File: src/rtl/cht_shift_ctrl.sv
// Round-robin two-port sequencer for the shift-chain datapath: grants one
// command at a time and holds the chosen chain select for the requested length.
module cht_shift_ctrl #(
   parameter int CNT_W = 5
) (
   input  logic             clk_pad,
   input  logic             rst_n_pad,
   input  logic             req0_valid_pad,
   input  logic [1:0]       req0_op_pad,
   input  logic [CNT_W-1:0] req0_len_pad,
   output logic             req0_ready_pad,
   input  logic             req1_valid_pad,
   input  logic [1:0]       req1_op_pad,
   input  logic [CNT_W-1:0] req1_len_pad,
   output logic             req1_ready_pad,
   input  logic             cfg_p_pad,
   input  logic             abort_pad,
   output logic             i_pad,
   output logic             j_pad,
   output logic             k_pad,
   output logic             p_pad,
   output logic             l_pad,
   output logic             busy_pad,
   output logic             done_pad,
   output logic             aborted_pad,
   output logic             grant_id_pad
);

   typedef enum logic [1:0] {IDLE, RUN, DONE} state_t;

   state_t           state, state_n;
   logic [CNT_W-1:0] cnt, cnt_n;
   logic             last_grant, last_grant_n;
   logic             grant_id, grant_id_n;
   logic             i_q, j_q, k_q, p_q, l_q;
   logic             i_n, j_n, k_n, p_n, l_n;
   logic             aborted_q, aborted_n;
   logic             hs, win;
   logic [1:0]       op;
   logic [CNT_W-1:0] len;

   // Ready is offered only in IDLE and never while reset is asserted.
   always_comb begin
      req0_ready_pad = rst_n_pad && (state == IDLE) && req0_valid_pad &&
                       (!req1_valid_pad || last_grant);
      req1_ready_pad = rst_n_pad && (state == IDLE) && req1_valid_pad &&
                       (!req0_valid_pad || !last_grant);
      hs  = req0_ready_pad || req1_ready_pad;
      win = req1_ready_pad;
      op  = win ? req1_op_pad  : req0_op_pad;
      len = win ? req1_len_pad : req0_len_pad;
   end

   always_comb begin
      state_n      = state;
      cnt_n        = cnt;
      last_grant_n = last_grant;
      grant_id_n   = grant_id;
      i_n          = i_q;
      j_n          = j_q;
      k_n          = k_q;
      p_n          = p_q;
      l_n          = l_q;
      aborted_n    = aborted_q;
      case (state)
         IDLE: begin
            aborted_n = 1'b0;
            if (hs) begin
               last_grant_n = win;
               grant_id_n   = win;
               if (op == 2'b00) begin
                  l_n     = 1'b1;
                  cnt_n   = CNT_W'(1);
                  state_n = RUN;
               end else if (len != '0) begin
                  i_n     = (op == 2'b01);
                  j_n     = (op == 2'b10);
                  k_n     = (op == 2'b11);
                  p_n     = (op == 2'b11) && cfg_p_pad;
                  cnt_n   = len;
                  state_n = RUN;
               end else begin
                  state_n = DONE;
               end
            end
         end
         RUN: begin
            if (abort_pad || cnt == CNT_W'(1)) begin
               i_n       = 1'b0;
               j_n       = 1'b0;
               k_n       = 1'b0;
               p_n       = 1'b0;
               l_n       = 1'b0;
               cnt_n     = '0;
               aborted_n = abort_pad && (cnt != CNT_W'(1));
               state_n   = DONE;
            end else begin
               cnt_n = cnt - CNT_W'(1);
            end
         end
         DONE: begin
            aborted_n = 1'b0;
            state_n   = IDLE;
         end
         default: state_n = IDLE;
      endcase
   end

   always_ff @(posedge clk_pad) begin
      if (!rst_n_pad) begin
         state      <= IDLE;
         cnt        <= '0;
         last_grant <= 1'b1;
         grant_id   <= 1'b0;
         i_q        <= 1'b0;
         j_q        <= 1'b0;
         k_q        <= 1'b0;
         p_q        <= 1'b0;
         l_q        <= 1'b0;
         aborted_q  <= 1'b0;
      end else begin
         state      <= state_n;
         cnt        <= cnt_n;
         last_grant <= last_grant_n;
         grant_id   <= grant_id_n;
         i_q        <= i_n;
         j_q        <= j_n;
         k_q        <= k_n;
         p_q        <= p_n;
         l_q        <= l_n;
         aborted_q  <= aborted_n;
      end
   end

   assign i_pad        = i_q;
   assign j_pad        = j_q;
   assign k_pad        = k_q;
   assign p_pad        = p_q;
   assign l_pad        = l_q;
   assign busy_pad     = (state != IDLE);
   assign done_pad     = (state == DONE);
   assign aborted_pad  = aborted_q;
   assign grant_id_pad = grant_id;

endmodule

File: config.mk
export PLATFORM = sky130hd
export DESIGN_NAME = cht_shift_ctrl
export DESIGN_NICKNAME = d
export VERILOG_FILES = /design/src/rtl/cht_shift_ctrl.sv
export SDC_FILE = /design/constraint.sdc
export NUM_CORES = 1
export LEC_CHECK = 0
export BUFFER_PORTS_ARGS = -buffer_cell sky130_fd_sc_hd__buf_2
export CAP_MARGIN = 20
export CORE_MARGIN = 10
export CORE_UTILIZATION = 40
export CTS_BUF_LIST = sky130_fd_sc_hd__clkbuf_16
export DETAILED_ROUTE_END_ITERATION = 8
export GPL_ROUTABILITY_DRIVEN = 0
export HOLD_SLACK_MARGIN = 0.05
export SYNTH_ARGS = -nofsm -noshare
export SYNTH_HDL_FRONTEND = slang
export SYNTH_SLANG_ARGS = --single-unit
export TNS_END_PERCENT = 30
File: constraint.sdc
create_clock -name clk_pad -period 3.8 [get_ports clk_pad]
set_input_delay 0.57 -clock clk_pad [delete_from_list [all_inputs] [get_ports clk_pad]]
set_output_delay 0.57 -clock clk_pad [all_outputs]
set_load 0.01 [all_outputs]
* Word-level counts from Yosys, hierarchy flattened
Cells that the tools add are included.
Widths: inputs -> output; s select.
** Word-level totals
- Register bits after elaboration :: 15
- Bits of input ports :: 20
- Output and inout port bits :: 11
- Logic and storage cells :: 85
** Cells by class
- Add/subtract/negate cells :: 1
- Equal/unequal tests :: 13
- Muxes and demuxes :: 34
- Reduce and logical (&&, ||, !) cells :: 27
** Operators with widths (count)
- $mux 5 :: 5
- $mux 1 :: 16
- $pmux 1 s2 :: 6
- $mux 2 :: 5
- $pmux 5 s2 :: 1
- $logic_and 1x1->1 :: 7
- $eq 2x2->1 const B :: 3
- $ne 2x2->1 const B :: 3
- $reduce_and 2->1 :: 3
- $reduce_bool 2->1 :: 3
- $eq 5x1->1 const B :: 1
- $ne 5x1->1 const B :: 1
- $reduce_and 5->1 :: 1
- $reduce_bool 5->1 :: 1
- $sub 5x1->5 const B :: 1
- $eq 2x1->1 const B :: 2
- $logic_not 2->1 :: 2
- $logic_or 1x1->1 :: 4
- $ne 2x1->1 const B :: 2
- $pmux 2 s2 :: 1
- $reduce_and 4->1 :: 1
- $logic_not 1->1 :: 3
- $ne 3x1->1 const B :: 1
- $reduce_and 3->1 :: 1
- $reduce_or 2->1 :: 1

* Depth between registers and ports, before layout
Gate-level depths: netlist of run 1.
- Word-level depth :: 11
- Gate-level depth with buffers :: 8
- Mapped depth without buffers :: 7

* Worst setup path after synthesis of run 1
Ideal clock, no wire load.
- Path type :: input -> output
- From :: in rst_n_pad
- To :: out req1_ready_pad
- Arrival :: 1647 ps
- Required time :: 3230 ps
- Path slack :: 1583 ps
- Cell stages on the path :: 6
- Path buffers :: 3
- Cell sequence :: clkbuf_1 -> a21bo_2 -> or2_1 -> buf_6 -> buf_2 -> inv_1
** Between the ends
- Longest elaborated chain between the ends :: 3
** Ends and longest elaborated chain
- start: declaration :: line 7 : input logic rst_n_pad,
- $logic_and 1x1->1 (3 in series) :: line 46 : req1_ready_pad = rst_n_pad && (state == IDLE) && req1_valid_pad &&
- end: declaration :: line 15 : output logic req1_ready_pad,
Every way passes these cells.

* Worst setup path after layout of run 1
Same ends and word-level chain as after synthesis.

==> results.md, run 1 <==
- Synthesis-to-layout area growth: 20.3%
- Cell mode on critical path: buf_2
- Fill cells: roughly 270
- DIE WIDTH: roughly 72 um
- CP Class: in -> out
- Post-synth top area cell: dfxtp_1
- Period minus WS final: 2530 ps
- Cts repair resizes: 0
- Largest cells by area after synthesis: dfxtp_1 28%, mux2i_1 7.5%, nand2_1 6.7%
- CTS Sinks: 15
- Vias per cell: 5.73
- CTS tree: done
- Worst-case vdd ir drop: around 0.00023 V
- Register area: 300 sq um
- Fraction of layout cells with a size suffix above 1: between 20% and 30%
- Slew headroom: 58.1%
- Synth Instances: between 100 and 150
- Worst path required time: between 3000 and 4000 ps
- Dpl hpwl: ~2300 um
- Placed Area: 1210 sq um
- Maximum number of pins on one net before global-route repair: 28
- Fin crit share: 66.7%
- Post-Syn Area: around 1100 sq um
- Final antenna-violating net count: 0
- Fin Setup TNS: 0 ps
- Clock Tree Root: clkbuf_16
- Sequential-to-total area share from yosys stat: 28.0%
- Synth cell types: 35
- Post-Place Cells: 194
- CP max-delay cell: or2_1
- HP Class: reg -> reg
- Data arrival, critical path: 1960 ps
- Clock buffer depth: 2
- Placement Rows: 18
- P_leak: 0.578 nW
- CP cell instances: buf_2 > a21bo_2 > or2_1 > inv_1 > buf_2
- Drt total wl: 3010 um
- Clk slew on worst S/H paths: 50 ps
- Max-Cap Viols: 0
- Multi-input gate area: between 600 and 700 sq um
- FF-to-FF setup slack: 1370 ps
- Die area: between 5000 and 6000 sq um
- Worst Skew: ~0.76 ps
- Initial antenna violation count: 0
- Status: finished, final reports clean
- Nets: 191
- RSZ-0062 raised after global routing: false
- Mapped Nets: about 170
- Avg Cell Area, Syn: ~7.4 sq um
- # DRC: 0
- Clock latency on the worst-skew pair: 250 ps
- Fin cells: roughly 200
- DR pass1 iterations: 4
- # hold bufs at CTS: 0
- P per Cell Area: 442 nW/um^2
- Vias: 1,134
- Synth Register Bits: 15
- First-pass GRT wire length: 5030 um
- Io pins: 31
- Initial Util: 42.5%
- Total track usage: between 10% and 20%
- CP Capture Type: output port
- Ys Warns: 0
- Share of the synthesized area in the top cell type: 28.0%
- Antenna fix cells: 0
- Final Hold Viols: 0
- Gr ovfl total: 0
- Total CTS buffers: 3
- H-tree levels: 1
- Setup violations, final: 0
- Placeable Area: about 2500 sq um
- Max incr delay on CP: 440 ps
- PortBufs: 30
- Peak Freq: 395 MHz
- Initial drt markers: 101
- CP startpoint kind: primary input
- Number of global-route vias before repair: 1,079
- Slew Limit Fails: 0
- Fin area: 1290 sq um
- Critical path fanouts, max: 27
- Worst-Margin Slew: 628 ps
- Die height: just over 70 um
- Setup bufs post-CTS: 0
- WL/cell: 15.2 um
==> final cells by class <==
type / count / area share, %
Clock inverter: 1 / 0.291
Tap cell: 30 / 2.91
Multi-Input combinational cell: 112 / 54.0
Clock buffer: 3 / 5.82
Timing Repair Buffer: 30 / 11.6
Inverter: 7 / 2.04
Sequential cell: 15 / 23.3
==> layer usage <==
metal | global-route usage [%] | routed length, um
met5 | 0 | 0
met4 | 5.16 | 51
met3 | 3.99 | 249
met2 | 17.3 | 1260
met1 | 15.0 | 1440
==> sequential cells by signal (all words and copies together) (netlist names) <==
signal        cells
aborted_pad       1
p_pad             1
k_pad             1
l_pad             1
state             2
i_pad             1
grant_id_pad      1
last_grant        1
cnt               5
j_pad             1
==> cells in the final DEF, fill, tap and decap left out, types with 5 or more instances in the layout <==
cell       Yosys  layout
buf_2          3      30
nand2_1       19      19
dfxtp_1       15      15
o21ai_0       14      14
nor2_1        11      11
a21oi_1        9       9
inv_1          7       8
mux2i_1        8       8
nand3_1        6       6
o2111ai_1      5       5
==> synthesized netlist by cell type, drive strengths merged <==
cell type  number
o21ai          15
o211ai          4
a21bo           1
clkbuf          5
nand2          19
o31ai           1
nor3            4
and2            1
and3            2
dfxtp          15
mux2            1
nand3           6
or2             3
inv             7
a21oi           9
ha              2
nor2           11
buf             5
nand2b          1
a21boi          1
a211oi          1
and3b           2
nor4b           1
mux2i           8
or3b            1
o22ai           3
or3             1
nor3b           4
o2111ai         5
or4             1
o221ai          4
==> final timing paths <==
path / from / endpoint / cells past startpoint
max: rst_n_pad / req1_ready_pad / 5
min: grant_id_pad / grant_id_pad / 2
max reg2reg: cnt[0] / i_pad / 6
min reg2reg: grant_id_pad / grant_id_pad / 2
==> where the power goes <==
| group | total [W] | switching, W | internal [W] |
|---|---|---|---|
| registers | 0.000192 | 0.0000173 | 0.000175 |
| logic | 0.000170 | 0.0000997 | 0.0000707 |
| clock network | 0.000208 | 0.0000679 | 0.000140 |
| total | 0.000570 | 0.000185 | 0.000386 |
==> kinds of logic (layout without fill, tap and decap cells) <==
group | Yosys count | in the layout | share of synthesized area, %
flip-flops | 15 | 15 | 28.0
AO/OA/AOI/OAI | 44 | 44 | 27.2
adder cells (fa/ha/maj) | 2 | 2 | 2.33
buffers and inverters | 17 | 41 | 7.00
multiplexers | 9 | 9 | 8.87
AND/OR/NAND/NOR | 57 | 57 | 26.6
==> stage by stage <==
| step | hold slack (ps) | utilization (%) | total power [W] | worst slack, ps |
|---|---|---|---|---|
| final | 455 | 51.1 | 0.000570 | 1270 |
| after global routing | 482 | 51.1 | 0.000606 | 1090 |
| after CTS | 456 | 51.1 | 0.000574 | 1290 |
| after detailed placement | 445 | 48.0 | 0.000365 | 1140 |
| after global placement | 440 | 48.0 | 0.000364 | 1220 |
| after floorplan | 460 | - | 0.000317 | 1580 |
==> critical path, delay by kind of cell <==
family	cells	cell delay, ps
buffers and inverters	3	630
AOI/OAI and AO/OA	1	320
and+or+nand+nor	1	440
(Power assumes the default switching activity.)
==> run 2: changes to the inputs <==
==> constraint.sdc (replaced) <==
create_clock -name clk_pad -period 2.5 [get_ports clk_pad]
set_input_delay 0.375 -clock clk_pad [delete_from_list [all_inputs] [get_ports clk_pad]]
set_output_delay 0.375 -clock clk_pad [all_outputs]
set_load 0.01 [all_outputs]
==> run 2 against run 1 <==
Compared with the run above: highest routed layer unchanged; core utilization rose by 2.1 points; power rose by 57%; global-route usage fell by 0.087 points; critical path depth did not move; sequential power rose by 53%; clock power rose by 52%; sequential cell count did not move; setup slack got worse by 960 ps; first-iteration DRC count fell by 40%; sequential share of layout area fell by 0.91 points.
==> results.md, run 2 (synthesis gave the netlist of run 1 again) <==
- PnR Total Power: between 0.0008 and 0.0009 W
- Fin crit share: 87.7%
- Worst path required time: 2120 ps
- Clock power frac: 35.5%
- CTS tree: done
- PortBufs: 30
- CP Capture Type: output port
- CTS Sinks: 15
- Die area: 5150 sq um
- CP startpoint kind: register
- Final antenna-violating net count: 0
- Worst R2R End: j_pad
- Cell Int Power: 0.000605 W
- Critical path fanouts, max: 10
- DIE WIDTH: 71.8 um
- Most flops, register: cnt
- H-tree levels: 1
- Worst-case vdd ir drop: about 0.00037 V
- Final hold slack: 425 ps
- Fin Setup TNS: 0 ps
- Switching Power: roughly 0.00029 W
- Cts repair resizes: 0
- Period minus WS final: 2190 ps
- Max incr delay on CP: 420 ps
- Io pins: 31
- RSZ-0062 raised after global routing: false
- Total CTS buffers: 3
- Comb pwr share: 31.7%
- FF-to-FF path depth: 7
- Crit path depth: 5
- Setup bufs post-CTS: 0
- Placed Area: roughly 1300 sq um
- Worst-Margin Slew: 613 ps
- Most frequent cells in the layout: 30 x buf_2, 19 x nand2_1, 15 x dfxtp_1
- P per Cell Area: 665 nW/um^2
- Max-Cap Viols: 0
- Placement Rows: 18
- CP max-delay cell: or3b_1
- Vias: ~1,200
- First-pass GRT wire length: between 5000 and 6000 um
- Dpl hpwl: 2360 um
- CP top delay family: simple AND/OR/NAND/NOR gates
- Worst Skew: 1.84 ps
- # DRC: 0
- Setup violations, final: 0
- Fraction of layout cells with a size suffix above 1: 25.7%
- Clock buffer depth: 2
- Data arrival, critical path: 1820 ps
- Gr ovfl total: 0
- Nets: between 150 and 200
- Max reg flops: 5
- Fin area: about 1300 sq um
- Clock Tree Root: clkbuf_16
- Synthesis-to-layout area growth: 25.2%
- Number of global-route vias before repair: roughly 1,100
- Placeable Area: about 2500 sq um
- Maximum number of pins on one net before global-route repair: 27
- Antenna fix cells: 0
- CP Class: reg -> out
- # hold bufs at CTS: 0
- DR pass1 iterations: 4
- Slew Limit Fails: 0
- Largest regs: cnt: 5 flops, state: 2 flops
- Crit path to: req1_ready_pad
- Total track usage: between 10% and 20%
- Sequential Power Share: 32.8%
- FF-to-FF setup slack: 390 ps
- Clk slew on worst S/H paths: approximately 50 ps
- Final Hold Viols: 0
- Status: finished, final reports clean
- CP cell instances: or3b_1 > or2_1 > buf_4 > inv_1 > buf_2
- Peak Freq: approximately 460 MHz
- Initial drt markers: a little over 60
- FF-to-FF Start: cnt[0]
- Most common cell after layout, fill and taps aside: buf_2
- Slew headroom: 58.5%
- Die height: 71.8 um
- Fill cells: 278
- Drt total wl: 3080 um
- Buf+Inv Stages, Crit Path: 3
- Switching part of the total: 32.3%
- Critical path launch point: state[0]
- HP Class: in -> reg
- P_leak: 0.610 nW
- Vias per cell: approximately 5.6
- Clock latency on the worst-skew pair: 250 ps
- Initial antenna violation count: 0
- Initial Util: 42.5%
- WL/cell: roughly 15 um
run 2: cell types whose count changed in the layout (fill, tap and decap cells not counted):
cell	previous run	this run
buf_4	0	7
run 2: tightest hold or removal path, cell delays in order:
cell and delay [ps]:
buf_2 100, o2111ai_1 80, mux2i_1 70
run 2: layout make-up:
type                       instances  area [sq um]  share of cell area (%)
multi-input combinational        112           697                    51.9
sequential                        15           300                    22.4
inverter                           7          26.3                    1.96
clock buffer                       3          75.1                    5.59
tap                               30          37.5                    2.80
clock inverter                     1          3.75                   0.280
timing repair buffer              37           203                    15.1
run 2: how the worst min path moves through the flow:
stage | cells past startpoint | start | end | slack [ps]
after global routing | 3 | cfg_p_pad | p_pad | 450
after CTS | 3 | cfg_p_pad | p_pad | 430
after detailed placement | 2 | k_pad | k_pad | 450
after global placement | 2 | p_pad | p_pad | 440
after floorplan | 2 | cnt[1] | cnt[1] | 460
final | 3 | cfg_p_pad | p_pad | 420
run 2: per-stage QoR:
stage | util (%) | setup WS [ps] | cells
finish | 53.2 | 308 | 205
floorplan | - | 510 | 144
detailed placement | 50.1 | 402 | 201
global route | 53.2 | 156 | 205
CTS | 53.2 | 306 | 205
global placement | 50.1 | 486 | 201
run 2: power groups by stage:
stage / Clock, W / Sequential [W] / Combinational, W
floorplan: 0 / 0.000296 / 0.000187
global placement: 0 / 0.000296 / 0.000279
detailed placement: 0 / 0.000297 / 0.000281
CTS: 0.000322 / 0.000292 / 0.000283
global route: 0.000334 / 0.000298 / 0.000318
finish: 0.000317 / 0.000293 / 0.000283
run 2: per-layer routing:
| layer | GRT usage [%] | share of wire [%] | up-vias |
|---|---|---|---|
| met5 | 0 | 0 | - |
| met3 | 3.31 | 5.3 | 4 |
| met2 | 17.5 | 45 | 26 |
| li1 | - | - | 589 |
| met1 | 15.0 | 48 | 531 |
| met4 | 5.16 | 1.3 | 0 |
==> run 3: changes to the inputs <==
==> constraint.sdc (replaced) <==
create_clock -name clk_pad -period 2.5 [get_ports clk_pad]
set_input_delay 0.5 -clock clk_pad [delete_from_list [all_inputs] [get_ports clk_pad]]
set_output_delay 0.5 -clock clk_pad [all_outputs]
set_load 0.01 [all_outputs]
==> run 3 against run 2 <==
Compared with the run above: final cell count stayed put; via count rose by 1.8%; first-iteration DRC count up 23%; register-to-register slack better by 40 ps; sequential cell count stayed put; critical path depth down 1; sequential share of layout area is the same; die area is the same; clock skew is essentially flat; highest routed layer unchanged.
==> results.md, run 3 (synthesis gave the netlist of run 1 again) <==
- Status: finished, final reports clean
- Clock Tree Root: clkbuf_16
- CTS tree: done
- Fin Setup TNS: 0 ps
- H-tree levels: 1
- Antenna fix cells: 0
- Initial drt markers: 75
- Setup violations, final: 0
- FF-to-FF path depth: 5
- Fin util: 53.2%
- CP startpoint kind: register
- # hold bufs at CTS: 0
- Largest regs: cnt: 5 flops, state: 2 flops
- Maximum number of pins on one net before global-route repair: 27
- Clock latency on the worst-skew pair: 250 ps
- Placement Rows: 18
- Placeable Area: around 2500 sq um
- Min-Delay Endpoint: j_pad
- Dpl hpwl: between 2000 and 2500 um
- RSZ-0062 raised after global routing: false
- CP Class: reg -> out
- Drt total wl: 3020 um
- Vias per cell: 5.71
- Max reg flops: 5
- Hold Startpoint: j_pad
- Setup bufs post-CTS: 0
- Vias: roughly 1,200
- PnR Total Power: 0.000890 W
- Nets: 198
- Fraction of layout cells with a size suffix above 1: 25.7%
- Worst-case vdd ir drop: just under 0.0004 V
- FF-to-FF setup slack: 430 ps
- CTS Sinks: 15
- Gr ovfl total: 0
- Total track usage: 12.4%
- CP max-delay cell: or3b_1
- Final Hold Viols: 0
- Initial Util: 42.5%
- Critical path fanouts, max: 12
- Final antenna-violating net count: 0
- Worst-Margin Slew: 530 ps
- P_leak: 0.610 nW
- Synthesis-to-layout area growth: 25.2%
- WL/cell: 14.7 um
- Initial antenna violation count: 0
- Die height: about 72 um
- Clk slew on worst S/H paths: 50 ps
- CP cell instances: or3b_1 > or2_1 > inv_1 > buf_2
- P per Cell Area: 663 nW/um^2
- DIE WIDTH: 71.8 um
- Max-Cap Viols: 0
- First-pass GRT wire length: 5280 um
- HP Class: reg -> reg
- Total CTS buffers: 3
- Number of global-route vias before repair: 1,182
- Cts repair resizes: 0
- DR pass1 iterations: 4
- Clock buffer depth: 2
- Peak Freq: 460 MHz
- Max incr delay on CP: 420 ps
- FF-to-FF Start: state[0]
- Most flops, register: cnt
- Worst R2R End: cnt[1]
- Most frequent cells in the layout: 30 x buf_2, 19 x nand2_1, 15 x dfxtp_1
- Worst path required time: 2000 ps
- Slew Limit Fails: 0
- Worst Skew: 1.57 ps
- Io pins: 31
- Die area: around 5200 sq um
- Fin crit share: between 80 and 90%
- Data arrival, critical path: 1670 ps
- Period minus WS final: approximately 2200 ps
- Most common cell after layout, fill and taps aside: buf_2
- # DRC: 0
- CP Capture Type: output port
- Slew headroom: 64.2%
- PortBufs: 30
- Worst hold stages: 2
[run 3: cell counts in the layout (fill, tap and decap cells not counted)]
No cell type changed its count.
[run 3: worst max-delay path by stage]
| stage | depth (start not counted) | slack [ps] | endpoint | from |
|---|---|---|---|---|
| floorplan | 7 | 420 | i_pad | rst_n_pad |
| global placement | 6 | 320 | cnt[1] | req1_valid_pad |
| detailed placement | 6 | 260 | cnt[1] | req1_valid_pad |
| CTS | 4 | 320 | req1_ready_pad | state[0] |
| global route | 7 | 220 | k_pad | cnt[0] |
| finish | 4 | 330 | req1_ready_pad | state[0] |
[run 3: critical path: cells and delay by family, from the launching register on]
family	cells	cell delay, ps
flip-flops	1	390
buffers and inverters	2	220
AND/OR/NAND/NOR	2	810
[run 3: final cells by class]
type                    instances  area [sq um]
fillers                       264          1180
flip-flops and latches         15           300
repair buffers                 37           203
clock buffers                   3          75.1
inverters                       7          26.3
multi-input cells             112           697
clock inverters                 1          3.75
well taps                      30          37.5
[run 3: through the flow]
stage	setup slack [ps]	instances	hold slack (ps)	instance area (sq um)
2_1_floorplan	418	144	460	1070
3_3_place_gp	322	201	442	1260
3_5_place_dp	256	201	450	1260
4_1_cts	321	205	460	1340
5_1_grt	219	205	485	1340
6_report	327	205	452	1340
[run 3: per-layer routing]
layer  vias up  routed length, um  track usage (%)
met5         -                  0                0
met4         0                 82             6.67
met3         8                208             3.17
met2        42               1320             18.2
met1       534               1400             15.9
li1        587                  -                -
[run 3: where the power goes]
| part | internal [W] | switching, W | leakage, nW | total (W) |
|---|---|---|---|---|
| registers | 0.000266 | 0.0000264 | 0.123 | 0.000293 |
| logic | 0.000126 | 0.000156 | 0.445 | 0.000282 |
| clock network | 0.000212 | 0.000103 | 0.0423 | 0.000315 |
